## src/rtl/countdown_timer_if.sv

```systemverilog
// rtl/countdown_timer_if.sv - control/status bundle between a timer client and countdown_timer
interface countdown_timer_if #(
  parameter int WIDTH = 4
);
  logic             load;
  logic [WIDTH-1:0] load_val;
  logic             start;
  logic             pause;
  logic [WIDTH-1:0] count;
  logic             busy;
  logic             done;

  modport master (
    output load, load_val, start, pause,
    input  count, busy, done
  );

  modport slave (
    input  load, load_val, start, pause,
    output count, busy, done
  );
endinterface

```

## src/rtl/countdown_timer.sv

```systemverilog
// rtl/countdown_timer.sv - loadable start/pause down-counter with one-cycle done pulse
// Optional periodic reload on reaching zero when AUTO_RELOAD_EN is defined.
module countdown_timer #(
  parameter int WIDTH = 4
) (
  input  logic             clk_i,
  input  logic             reset_i,
  countdown_timer_if.slave bus
);

  typedef enum logic [1:0] {
    S_IDLE   = 2'd0,
    S_RUN    = 2'd1,
    S_PAUSED = 2'd2,
    S_DONE   = 2'd3
  } state_e;

  state_e           state_q, state_d;
  logic [WIDTH-1:0] count_q, count_d;
  logic             busy_q, busy_d;
  logic             done_q, done_d;
  logic             restart;

`ifdef AUTO_RELOAD_EN
  logic [WIDTH-1:0] reload_q, reload_d;
  assign restart = (reload_q != '0);
`else
  assign restart = 1'b0;
`endif

  always_comb begin
    state_d = state_q;
    count_d = count_q;
    done_d  = 1'b0;
`ifdef AUTO_RELOAD_EN
    reload_d = reload_q;
`endif
    if (bus.load) begin
      count_d = bus.load_val;
      state_d = S_IDLE;
`ifdef AUTO_RELOAD_EN
      reload_d = bus.load_val;
`endif
    end else begin
      unique case (state_q)
        S_IDLE, S_DONE: begin
          if (bus.start) begin
            if (count_q != '0) begin
              state_d = S_RUN;
            end else begin
              state_d = S_DONE;
              done_d  = 1'b1;
            end
          end
        end
        S_RUN: begin
          if (bus.pause) begin
            state_d = S_PAUSED;
          end else if (count_q != '0) begin
            count_d = count_q - WIDTH'(1);
            if (count_q == WIDTH'(1)) begin
              done_d = 1'b1;
              if (!restart) state_d = S_DONE;
            end
          end else begin
            // Only reachable with auto-reload: the cycle after the zero pulse restarts the period.
`ifdef AUTO_RELOAD_EN
            count_d = reload_q;
`else
            state_d = S_DONE;
`endif
          end
        end
        S_PAUSED: begin
          if (!bus.pause && bus.start) state_d = S_RUN;
        end
        default: state_d = S_IDLE;
      endcase
    end
    busy_d = (state_d == S_RUN) || (state_d == S_PAUSED);
  end

  always_ff @(posedge clk_i) begin
    if (reset_i) begin
      state_q <= S_IDLE;
      count_q <= '0;
      busy_q  <= 1'b0;
      done_q  <= 1'b0;
`ifdef AUTO_RELOAD_EN
      reload_q <= '0;
`endif
    end else begin
      state_q <= state_d;
      count_q <= count_d;
      busy_q  <= busy_d;
      done_q  <= done_d;
`ifdef AUTO_RELOAD_EN
      reload_q <= reload_d;
`endif
    end
  end

  assign bus.count = count_q;
  assign bus.busy  = busy_q;
  assign bus.done  = done_q;

endmodule

```

## src/flat_wrapper.sv

```systemverilog
// flat-port wrapper written by rule: the top's interface ports become plain ports
module countdown_timer_flat 
#(
  parameter int WIDTH = 4
)
  (clk_i, reset_i, bus_load, bus_load_val, bus_start, bus_pause, bus_count, bus_busy, bus_done);
  countdown_timer_if #(.WIDTH(WIDTH)) bus_i ();
  input  logic clk_i;
  input  logic reset_i;
  input wire logic [$bits(bus_i.load)-1:0] bus_load;
  input wire logic [$bits(bus_i.load_val)-1:0] bus_load_val;
  input wire logic [$bits(bus_i.start)-1:0] bus_start;
  input wire logic [$bits(bus_i.pause)-1:0] bus_pause;
  output wire logic [$bits(bus_i.count)-1:0] bus_count;
  output wire logic [$bits(bus_i.busy)-1:0] bus_busy;
  output wire logic [$bits(bus_i.done)-1:0] bus_done;
  assign bus_i.load = bus_load;
  assign bus_i.load_val = bus_load_val;
  assign bus_i.start = bus_start;
  assign bus_i.pause = bus_pause;
  assign bus_count = bus_i.count;
  assign bus_busy = bus_i.busy;
  assign bus_done = bus_i.done;
  countdown_timer #(.WIDTH(WIDTH)) u_core (.clk_i(clk_i), .reset_i(reset_i), .bus(bus_i));
endmodule
```

## config.mk

```make
export PLATFORM = sky130hd
export DESIGN_NAME = countdown_timer_flat
export DESIGN_NICKNAME = d
export VERILOG_FILES = /design/src/rtl/countdown_timer_if.sv /design/src/rtl/countdown_timer.sv /design/src/flat_wrapper.sv
export SDC_FILE = /design/constraint.sdc
export NUM_CORES = 1
export LEC_CHECK = 0
export CAP_MARGIN = 10
export CORE_MARGIN = 10
export CORE_UTILIZATION = 30
export DETAILED_ROUTE_END_ITERATION = 8
export MAX_ROUTING_LAYER = met4
export SKIP_CTS_REPAIR_TIMING = 1
export SYNTH_ARGS = -nofsm -noshare
export SYNTH_HDL_FRONTEND = slang
export SYNTH_SLANG_ARGS = --single-unit
```

## constraint.sdc

```tcl
create_clock -name clk_i -period 1.5 [get_ports clk_i]
set_input_delay 0.3 -clock clk_i [delete_from_list [all_inputs] [get_ports clk_i]]
set_output_delay 0.3 -clock clk_i [all_outputs]
set_load 0.005 [all_outputs]
```

=== Word level (Yosys, flattened, before mapping) ===
Cells that the tools add are included.

* Flip-flop bits (word level): 8
* Input bits: 9
* Output and inout bits: 6
* Word-level logic and storage cells: 40

* $add $sub $neg: 1
* Eq/ne operators: 7
* Multiplexer cells: 18
* Reductions and logical operators: 10

{| class="wikitable"
|+ Operators by type and width
! kind !! number
|-
| 4-bit 2-to-1 mux || 4
|-
| 2-bit 2-to-1 mux || 7
|-
| 2-bit equality test, second input constant || 3
|-
| 2-bit case mux with 3 select lines || 1
|-
| 1-bit 2-to-1 mux || 5
|-
| 2-bit by 1-bit equality test with 1-bit output, second input constant || 2
|-
| 4-bit by 1-bit equality test with 1-bit output, second input constant || 1
|-
| 2-bit nonzero test || 2
|-
| 4-bit nonzero test || 1
|-
| 2-bit OR reduction || 2
|-
| 4-bit by 1-bit subtractor with 4-bit output, second input constant || 1
|-
| 3-bit AND reduction || 1
|-
| 2-bit zero test || 1
|-
| 2-bit != test, second input constant || 1
|-
| 1-bit case mux with 2 select lines || 1
|-
| 1-bit logical AND || 1
|-
| 1-bit zero test || 1
|-
| 1-bit logical OR || 1
|}

=== Longest topological paths before layout ===
Gate-level depths: netlist of the first run.

* Depth after elaboration: 8
* Mapped depth: 7
* Depth with buffers taken out: 7

=== Worst setup path before layout of the first run ===
OpenSTA, ideal clock, no wires.

* Path type: flip-flop to flip-flop
* Start: register u_core.state_q[0]
* End: register u_core.busy_q (netlist: u_core.bus.busy)
* Setup time: 0.066 ns
* Data arrival time: 1.492 ns
* Data required time: 1.434 ns
* Path slack: -0.058 ns
* Stages on the path, launching flop included: 8
* Buffers on the path: 0
* Clock period less this slack: 1.558 ns
* Path through: dfxtp_1 > inv_1 > ha_1 > nor3b_1 > nor2_1 > a22oi_2 > nand3_1 > a21oi_2

* Word-level cells in the longest chain between the ends: 7
* Elaborated cells on any way between the ends: 15
* Classes of those cells: eq/ne: 5; mux: 7; reduce/logical: 3

{| class="wikitable"
|+ RTL lines
! element !! line !! text
|-
| start: declaration || countdown_timer.sv:18 || <nowiki>state_e state_q, state_d;</nowiki>
|-
| start signal: assignment || countdown_timer.sv:93 || <nowiki>state_q <= state_d;</nowiki>
|-
| 2-bit 2-to-1 mux || countdown_timer.sv:61 || <nowiki>if (count_q == WIDTH'(1)) begin</nowiki>
|-
| 2-bit 2-to-1 mux || countdown_timer.sv:59 || <nowiki>end else if (count_q != '0) begin</nowiki>
|-
| 2-bit 2-to-1 mux || countdown_timer.sv:57 || <nowiki>if (bus.pause) begin</nowiki>
|-
| 2-bit case mux with 3 select lines (*) || countdown_timer.sv:45 || <nowiki>unique case (state_q)</nowiki>
|-
| 2-bit 2-to-1 mux (*) || countdown_timer.sv:38 || <nowiki>if (bus.load) begin</nowiki>
|-
| 2-bit by 1-bit equality test with 1-bit output / 2-bit equality test (equally long branches) || countdown_timer.sv:80 || <nowiki>busy_d = (state_d == S_RUN) || (state_d == S_PAUSED);</nowiki>
|-
| 1-bit logical OR (*) || countdown_timer.sv:80 ||
|-
| end signal: assignment || countdown_timer.sv:95 || <nowiki>busy_q <= busy_d;</nowiki>
|-
| end: declaration || countdown_timer.sv:20 || <nowiki>logic busy_q, busy_d;</nowiki>
|}

Every way passes the cells marked *; elsewhere a longest branch is shown, timed or not.
A chain may end at the register's enable or synchronous reset.

=== Worst setup path in the final report of the first run ===
* Start: input port bus_pause
* End: register u_core.busy_q (netlist: u_core.bus.busy)

* Word-level cells in the longest chain between the ends: 7
* Elaborated cells on any way between the ends: 9
* Classes of those cells: eq/ne: 2; mux: 4; reduce/logical: 3

{| class="wikitable"
|+ RTL lines
! element !! line !! text
|-
| start: declaration || flat_wrapper.sv:13 || <nowiki>input wire logic [$bits(bus_i.pause)-1:0] bus_pause;</nowiki>
|-
| 1-bit zero test || countdown_timer.sv:75 || <nowiki>if (!bus.pause && bus.start) state_d = S_RUN;</nowiki>
|-
| 1-bit logical AND || countdown_timer.sv:75 ||
|-
| 2-bit 2-to-1 mux || countdown_timer.sv:75 ||
|-
| 2-bit case mux with 3 select lines (*) || countdown_timer.sv:45 ||
|-
| 2-bit 2-to-1 mux (*) || countdown_timer.sv:38 ||
|-
| 2-bit by 1-bit equality test with 1-bit output / 2-bit equality test (equally long branches) || countdown_timer.sv:80 ||
|-
| 1-bit logical OR (*) || countdown_timer.sv:80 ||
|}

Marked as above.

==> metrics, run 1 <==
hold-critical path depth 3; Crit path required time 1.69 ns; die width 62.60 µm; internal power 0.4815 mW; Yosys cell types 27; placed cells 116; CP arrival 1.67 ns; R2R Setup Slk 0.04 ns; H-tree levels 1; sequential area share after synthesis 29.43%; final hold violations 0; Synth Area per Inst 8.247 µm²; Primary FF master, synth dfxtp_1; Reg clk slew, reported paths 0.06 ns; reg2reg path depth 7; Setup TNS 0 ns; non-filler instance count after layout 120; CTS Buf Count 3; Core ar. 0.001727 mm²; Max FO, Critical Path 3; Hold Slack 0.6011 ns; CP Cell Sequence clkdlybuf4s50_1, nand2b_1, and3_1, a211o_1, a21o_1, a21oi_2; RR Startpoint u_core.bus.count[0]; post-route ant nets 0; RSZ-0062 raised after global routing yes; vias per cell 4.833; time the worst path needs with I/O delays and setup 1.485 ns; vias 580; Detail Placement HPWL 1178 µm; full die area 0.003918 mm²; GP Congestion 0.7616; top post-synthesis cells by area dfxtp_1 (29%), ha_1 (11%), nor2_1 (5.5%); fraction of power consumed by the clock network 24.0%; first-pass GRT wire length 2490 µm; number of synthesized register bits 8; IO Count 15; setup ws final 0.01514 ns; die extent in y 62.60 µm; DRC 0; Critical R2R Capture u_core.bus.busy; Setup CP Type in -> reg; Comb pwr share 40.0%; Worst Tran Pin Value 0.2611 ns; std cell rows 15; Iter 0 DRT Violations 10; CP peak stage delay 0.44 ns; hold crit path type in -> reg; share of cells above drive strength 1 35.79%; post-synth net total 80; sw power 0.2066 mW; Static Leak 0.3885 nW; Final Skew 0.003670 ns; Sw Ratio 30.02%; fmax 673.5 MHz; FFs w/ async S/R, synth 0%; commonest non-fill, non-tap cells in the layout clkdlybuf4s50_1 (12), buf_4 (12), nor2_1 (7); All-Layer GR Usage 7.996%; Slew Limit Headroom 82.44%; Post-synth EDFFs 0; port bufs 14; Synth Instances 66; area grow syn2layout 64.37%; post-synthesis cell area 544.3 µm²; grt ovf 0; final period utilization 98.99%; drt first pass iters 4; top-area cell type share of the netlist area 29.43%; CP max-delay cell clkdlybuf4s50_1; hold path startpoint bus_load_val[1]; DP Worst Slack -0.2261 ns; post-route cell area 894.6 µm²; Placement Cell Area 823.3 µm²; CP Capture Type flop; VDD IR max 0.0003963 V; largest net degree at the start of global routing 10; Power Dens Cells 769.1 mW/mm²; max cap viols 0; yosys warns 0; vias in the first global route 580; Synth area leader dfxtp_1; total wire length 1475 µm; sink of the worst hold path u_core.bus.count[1]; Slew Limit Fails 0; Util after Layout 51.81%; Sequential Power Share 36.1%; status finished clean; Final #Nets 111; Starting Density 31.52%; drt wl/cell 12.29 µm; clk_lat worst skew 0.25 ns; Final setup viols 0; Tot Pwr 0.6880 mW; clock tree buffer depth 2; TritonCTS clock tree built; CTS sink cnt 8; Antenna diodes 0; crit start category input port; CTS root buf clkbuf_4; initial antenna violation count 0
[registers in the layout, indices dropped and copies added, names as in the netlist]
name,count
u_core.bus.busy,1
u_core.bus.count,4
u_core.bus.done,1
u_core.state_q,2
[cell families after synthesis]
group	share of synthesized area, %
AO/OA/AOI/OAI	24.14
XOR/XNOR	4.828
adder cells (fa/ha/maj)	11.49
buffers and inverters	4.138
flip-flops	29.42
AND/OR/NAND/NOR	25.98
[power groups by stage]
| stage | clock, mW | sequential [mW] | combinational (mW) |
|---|---|---|---|
| final | 0.165 | 0.248 | 0.275 |
| after global routing | 0.185 | 0.253 | 0.301 |
| after CTS | 0.173 | 0.249 | 0.261 |
| after detailed placement | 0 | 0.253 | 0.260 |
| after global placement | 0 | 0.253 | 0.254 |
| after floorplan | 0 | 0.254 | 0.136 |
[metal layers]
layer / track usage [%] / share of wire (%) / vias up
met3: 0.7168 / 1.8 / 2
li1: - / - / 292
met5: - / 0 / -
met4: 7.263 / 1.8 / 0
met2: 12.05 / 50 / 15
met1: 9.164 / 46 / 271
[how the worst max path moves through the flow]
stage | cells after the start | to | startpoint | slack, ns
3_5_place_dp | 6 | u_core.bus.busy | bus_pause | -0.23
5_1_grt | 7 | u_core.bus.busy | u_core.state_q[0] | -0.06
6_report | 6 | u_core.bus.busy | bus_pause | 0.02
2_1_floorplan | 7 | u_core.bus.busy | u_core.bus.count[1] | 0.03
3_3_place_gp | 6 | u_core.bus.busy | bus_pause | -0.21
4_1_cts | 1 | bus_count[2] | u_core.bus.count[2] | -0.07
[synth_stat cells (2+ instances only)]
master    number
a211o_1        2
a21oi_1        4
and3_1         2
dfxtp_1        8
ha_1           5
inv_1          5
nand2_1        5
nand2b_1       2
nor2_1         8
nor2b_1        2
nor3_1         3
o21ai_0        2
o31ai_1        2
xnor2_1        3
[critical path, delay by kind of cell]
kind	cells	cell delay [ns]
buffers and inverters	1	0.44
AOI/OAI and AO/OA	3	0.56
and+or+nand+nor	2	0.37
[area by class of cell]
cell class | count | area, µm²
clock buffers | 3 | 22.52
fillers | 174 | 832.0
inverters | 5 | 18.77
multi-input cells | 52 | 397.9
flip-flops and latches | 8 | 177.7
well taps | 25 | 31.28
repair buffers | 27 | 246.5
No activity file was read; power rests on OpenSTA's default activity.
==> inputs of run 2 (changes only) <==
- RECOVER_POWER: unset -> 100
==> run 2 against run 1 <==
Compared with the run above: flip-flop and latch count unchanged; register-to-register slack about the same; clock skew barely moved; combinational power hardly changed; final cell count unchanged; design area is 0.98% lower; power shrank 0.35%; first-iteration DRC count did not move; wire length fell by 0.14%; sequential share of layout area shrank 0.086 points; sequential power hardly changed; critical path type unchanged; critical endpoint unchanged; largest cell class unchanged.
==> metrics, run 2 (same netlist as run 1, synthesis figures left out) <==
status finished clean; sw power 0.2062 mW (-0.19%); post-route ant nets 0 (unchanged); clock tree buffer depth 2 (unchanged); Detail Placement HPWL 1178 µm (unchanged); TritonCTS clock tree built; Sequential Power Share 36.3% (+0.2 points); Final setup viols 0 (unchanged); IO Count 15 (unchanged); Setup TNS 0 ns (unchanged); initial antenna violation count 0 (unchanged); commonest non-fill, non-tap cells in the layout buf_4 (13), clkdlybuf4s50_1 (11), nor2_1 (7); Core ar. 0.001727 mm² (unchanged); drt first pass iters 4 (unchanged); die extent in y 62.60 µm (unchanged); area grow syn2layout 62.76%; largest net degree at the start of global routing 10 (unchanged); fraction of power consumed by the clock network 24.1% (about the same); H-tree levels 1 (unchanged); Static Leak 0.3739 nW (-3.8%); CTS sink cnt 8 (unchanged); CTS root buf clkbuf_4; RSZ-0062 raised after global routing yes; time the worst path needs with I/O delays and setup 1.485 ns (unchanged); Comb pwr share 39.7% (-0.3 points); CP Capture Type flop; drt wl/cell 12.28 µm (-0.14%); Iter 0 DRT Violations 10 (unchanged); All-Layer GR Usage 7.996% (unchanged); Starting Density 31.52% (unchanged); max cap viols 0 (unchanged); clk_lat worst skew 0.25 ns (about the same); Slew Limit Fails 0 (unchanged); vias in the first global route 580 (unchanged); CTS Buf Count 3 (unchanged); commonest non-fill, non-tap cell in the layout buf_4; CP arrival 1.67 ns (about the same); GP Congestion 0.7616 (unchanged); Setup CP Type in -> reg; Power Dens Cells 774.0 mW/mm² (+0.64%); first-pass GRT wire length 2490 µm (unchanged); vias 580 (unchanged); std cell rows 15 (unchanged); grt ovf 0 (unchanged); DRC 0 (unchanged); fmax 673.5 MHz (unchanged); Sw Ratio 30.07% (+0.047 points); Worst Tran Pin Value 0.2611 ns (unchanged); Final #Nets 111 (unchanged); VDD IR max 0.0003976 V (+0.32%); Max FO, Critical Path 3 (unchanged); share of cells above drive strength 1 35.79% (unchanged); Slew Limit Headroom 82.44% (unchanged); Reg clk slew, reported paths 0.06 ns (about the same); Antenna diodes 0 (unchanged); crit start category input port; final period utilization 98.99% (unchanged); die width 62.60 µm (unchanged); Final Skew 0.003758 ns (+0.00008882 ns); number of flip-flops in the largest register 4 (unchanged); final hold violations 0 (unchanged); full die area 0.003918 mm² (unchanged); port bufs 14 (unchanged); Hold Slack 0.6010 ns (-0.0001270 ns); internal power 0.4795 mW (-0.42%); Crit path required time 1.69 ns (about the same); total wire length 1473 µm (-0.14%); vias per cell 4.833 (unchanged); hold crit path type in -> reg
run 2: path summary, 6_finish.rpt:
path,startpoint,to,slack [ns],cells past startpoint
worst max register to register,u_core.bus.count[0],u_core.bus.busy,0.05,7
worst min register to register,u_core.bus.count[3],u_core.bus.count[3],0.61,2
worst max-delay path,bus_pause,u_core.bus.busy,0.02,6
worst min-delay path,bus_load_val[1],u_core.bus.count[1],0.60,3
run 2: final cells by class:
| cell class | count | area, µm² |
|---|---|---|
| multi-input cells | 52 | 397.9 |
| clock buffers | 3 | 22.52 |
| inverters | 5 | 18.77 |
| repair buffers | 27 | 240.2 |
| fillers | 175 | 840.8 |
| flip-flops and latches | 8 | 175.2 |
| well taps | 25 | 31.28 |
run 2: per-stage QoR:
step / area [µm²] / utilization [%] / worst slack, ns / power (mW) / std cells
after floorplan: 565.5 / - / 0.03087 / 0.3896 / 66
after global placement: 823.3 / 47.68 / -0.2056 / 0.5066 / 116
after detailed placement: 823.3 / 47.68 / -0.2261 / 0.5129 / 116
after CTS: 845.8 / 48.99 / -0.07344 / 0.6821 / 119
after global routing: 885.9 / 51.30 / -0.05781 / 0.7361 / 120
final: 885.9 / 51.30 / 0.01514 / 0.6856 / 120
run 2: power by group through the flow:
stage | Sequential, mW | Combinational [mW] | Clock, mW
6_report | 0.249 | 0.272 | 0.165
5_1_grt | 0.253 | 0.298 | 0.185
4_1_cts | 0.249 | 0.261 | 0.173
3_5_place_dp | 0.253 | 0.260 | 0
3_3_place_gp | 0.253 | 0.254 | 0
2_1_floorplan | 0.254 | 0.136 | 0
run 2: routing by layer:
metal  part of all wire [%]  global-route usage [%]  wire length (µm)  vias up
met1                     46                   9.164               675      271
met5                      0                       -                 0        -
met4                    1.8                   7.263                27        0
met2                     50                   12.05               743       15
met3                    1.8                  0.7168                27        2
li1                       -                       -                 -      292
run 2: critical path, stage by stage:
cell,delay (ns)
clkdlybuf4s50_1,0.44
nand2b_1,0.18
and3_1,0.19
a211o_1,0.29
a21o_1,0.17
a21oi_2,0.10
==> inputs of run 3 (changes only) <==
- DONT_BUFFER_PORTS: unset -> 1
- clock period: 1.5 -> 1.85 ns (I/O delays scaled with it)
==> run 3 against run 2 <==
Compared with the run above: core utilization is 17 points lower; hold slack worse by 0.43 ns; flip-flop and latch count did not move; register-to-register slack gained 0.12 ns; via count decreased by 18%.
==> metrics, run 3 (same netlist as run 1, synthesis figures left out) <==
status finished clean; post-route ant nets 0 (unchanged); Starting Density 31.52% (unchanged); grt ovf 0 (unchanged); final period utilization 91.03%; full die area 0.003918 mm² (unchanged); time the worst path needs with I/O delays and setup 1.684 ns; GP Congestion 0.7874 (+3.4%); post-route cell area 586.8 µm² (-34%); Setup CP Type reg -> reg; fill count 195 (+11%); commonest non-fill, non-tap cells in the layout nor2_1 (8), dfxtp_1 (8); number of flip-flops in the largest register 4 (unchanged); port bufs 0 (-14); vias in the first global route 488 (-16%); Placement Cell Area 579.3 µm² (-30%); CTS root buf clkbuf_4; Reg clk slew, reported paths 0.05 ns (about the same); drt wl/cell 13.45 µm (+9.5%); Detail Placement HPWL 990.6 µm (-16%); RSZ-0062 raised after global routing no; IO Count 15 (unchanged); area grow syn2layout 7.816%; die width 62.60 µm (unchanged); Slew Limit Fails 0 (unchanged); crit start category flop; max cap viols 0 (unchanged); die extent in y 62.60 µm (unchanged); Crit path required time 2.04 ns (+0.35 ns); std cell rows 15 (unchanged); initial antenna violation count 0 (unchanged); Power Dens Cells 773.2 mW/mm² (about the same); CTS Buf Count 3 (unchanged); DRC 0 (unchanged); Worst Tran Pin Value 0.4595 ns (+0.1984 ns); VDD IR max 0.0003288 V (-17%); area of the multi-input gates 350.3 µm² (-12%); Slew Limit Headroom 69.36% (-13 points); clk_lat worst skew 0.25 ns (about the same); Iter 0 DRT Violations 7 (-3); first-pass GRT wire length 2083 µm (-16%); CTS sink cnt 8 (unchanged); vias 473 (-18%); total wire length 1264 µm (-14%); hold crit path type in -> reg; Final Skew 0.0009140 ns (-0.002844 ns); Max FO, Critical Path 6 (+3); CP Capture Type flop; Final setup viols 0 (unchanged); Final #Nets 85 (-23%); H-tree levels 1 (unchanged); Static Leak 0.2271 nW (-39%); final hold violations 0 (unchanged); largest net degree at the start of global routing 13 (+3); drt first pass iters 4 (unchanged); Antenna diodes 0 (unchanged); TritonCTS clock tree built; clock tree buffer depth 2 (unchanged); Setup TNS 0 ns (unchanged); fmax 593.8 MHz; vias per cell 5.032 (+4.1%); Core ar. 0.001727 mm² (unchanged); CP arrival 1.88 ns (+0.21 ns); share of cells above drive strength 1 11.59% (-24 points); All-Layer GR Usage 6.615% (-1.4 points); Register Area 160.2 µm² (-8.6%)
[run 3: path summary, 6_finish.rpt]
| kind | cells past startpoint | slack, ns | start | endpoint |
|---|---|---|---|---|
| worst max-delay path | 7 | 0.17 | u_core.state_q[0] | u_core.bus.busy |
| worst min-delay path | 1 | 0.17 | reset_i | u_core.bus.busy |
| worst max register to register | 7 | 0.17 | u_core.state_q[0] | u_core.bus.busy |
| worst min register to register | 3 | 0.64 | u_core.bus.count[1] | u_core.bus.count[1] |
[run 3: worst max-delay path, stage by stage (launching register included)]
cell and delay [ns]:
dfxtp_1 0.39, inv_1 0.10, ha_1 0.38, nor3b_2 0.19, nor3_1 0.19, a22oi_2 0.10, a21o_1 0.18, a21oi_2 0.10
[run 3: area by class of cell]
cell class,instances,share of cell area [%]
clock buffers,3,3.838
multi-input cells,52,59.70
well taps,25,5.330
flip-flops and latches,8,27.29
repair buffers,1,0.6397
inverters,5,3.198
[run 3: per-stage QoR]
step | power [mW] | cells | worst slack (ns) | util [%] | hold WS (ns)
after global routing | 0.4858 | 94 | 0.03596 | 33.99 | 0.1624
after CTS | 0.4636 | 94 | 0.1086 | 34.86 | 0.1677
after global placement | 0.3258 | 91 | 0.1730 | 33.55 | 0.4383
after detailed placement | 0.3284 | 91 | 0.1363 | 33.55 | 0.4360
final | 0.4537 | 94 | 0.1660 | 33.99 | 0.1720
after floorplan | 0.3069 | 66 | 0.2917 | - | 0.4324
[run 3: routing by layer]
layer,vias up,share of wire (%),global-route usage [%]
met3,5,7.2,2.509
li1,236,-,-
met2,13,44,10.13
met4,0,2.5,4.190
met1,219,46,7.035
met5,-,0,-
[run 3: report_power, final]
| part | total, mW | switching, mW | internal (mW) |
|---|---|---|---|
| clock network | 0.134 | 0.0596 | 0.0742 |
| logic | 0.115 | 0.0597 | 0.0556 |
| registers | 0.205 | 0.0172 | 0.187 |
| total | 0.454 | 0.137 | 0.317 |
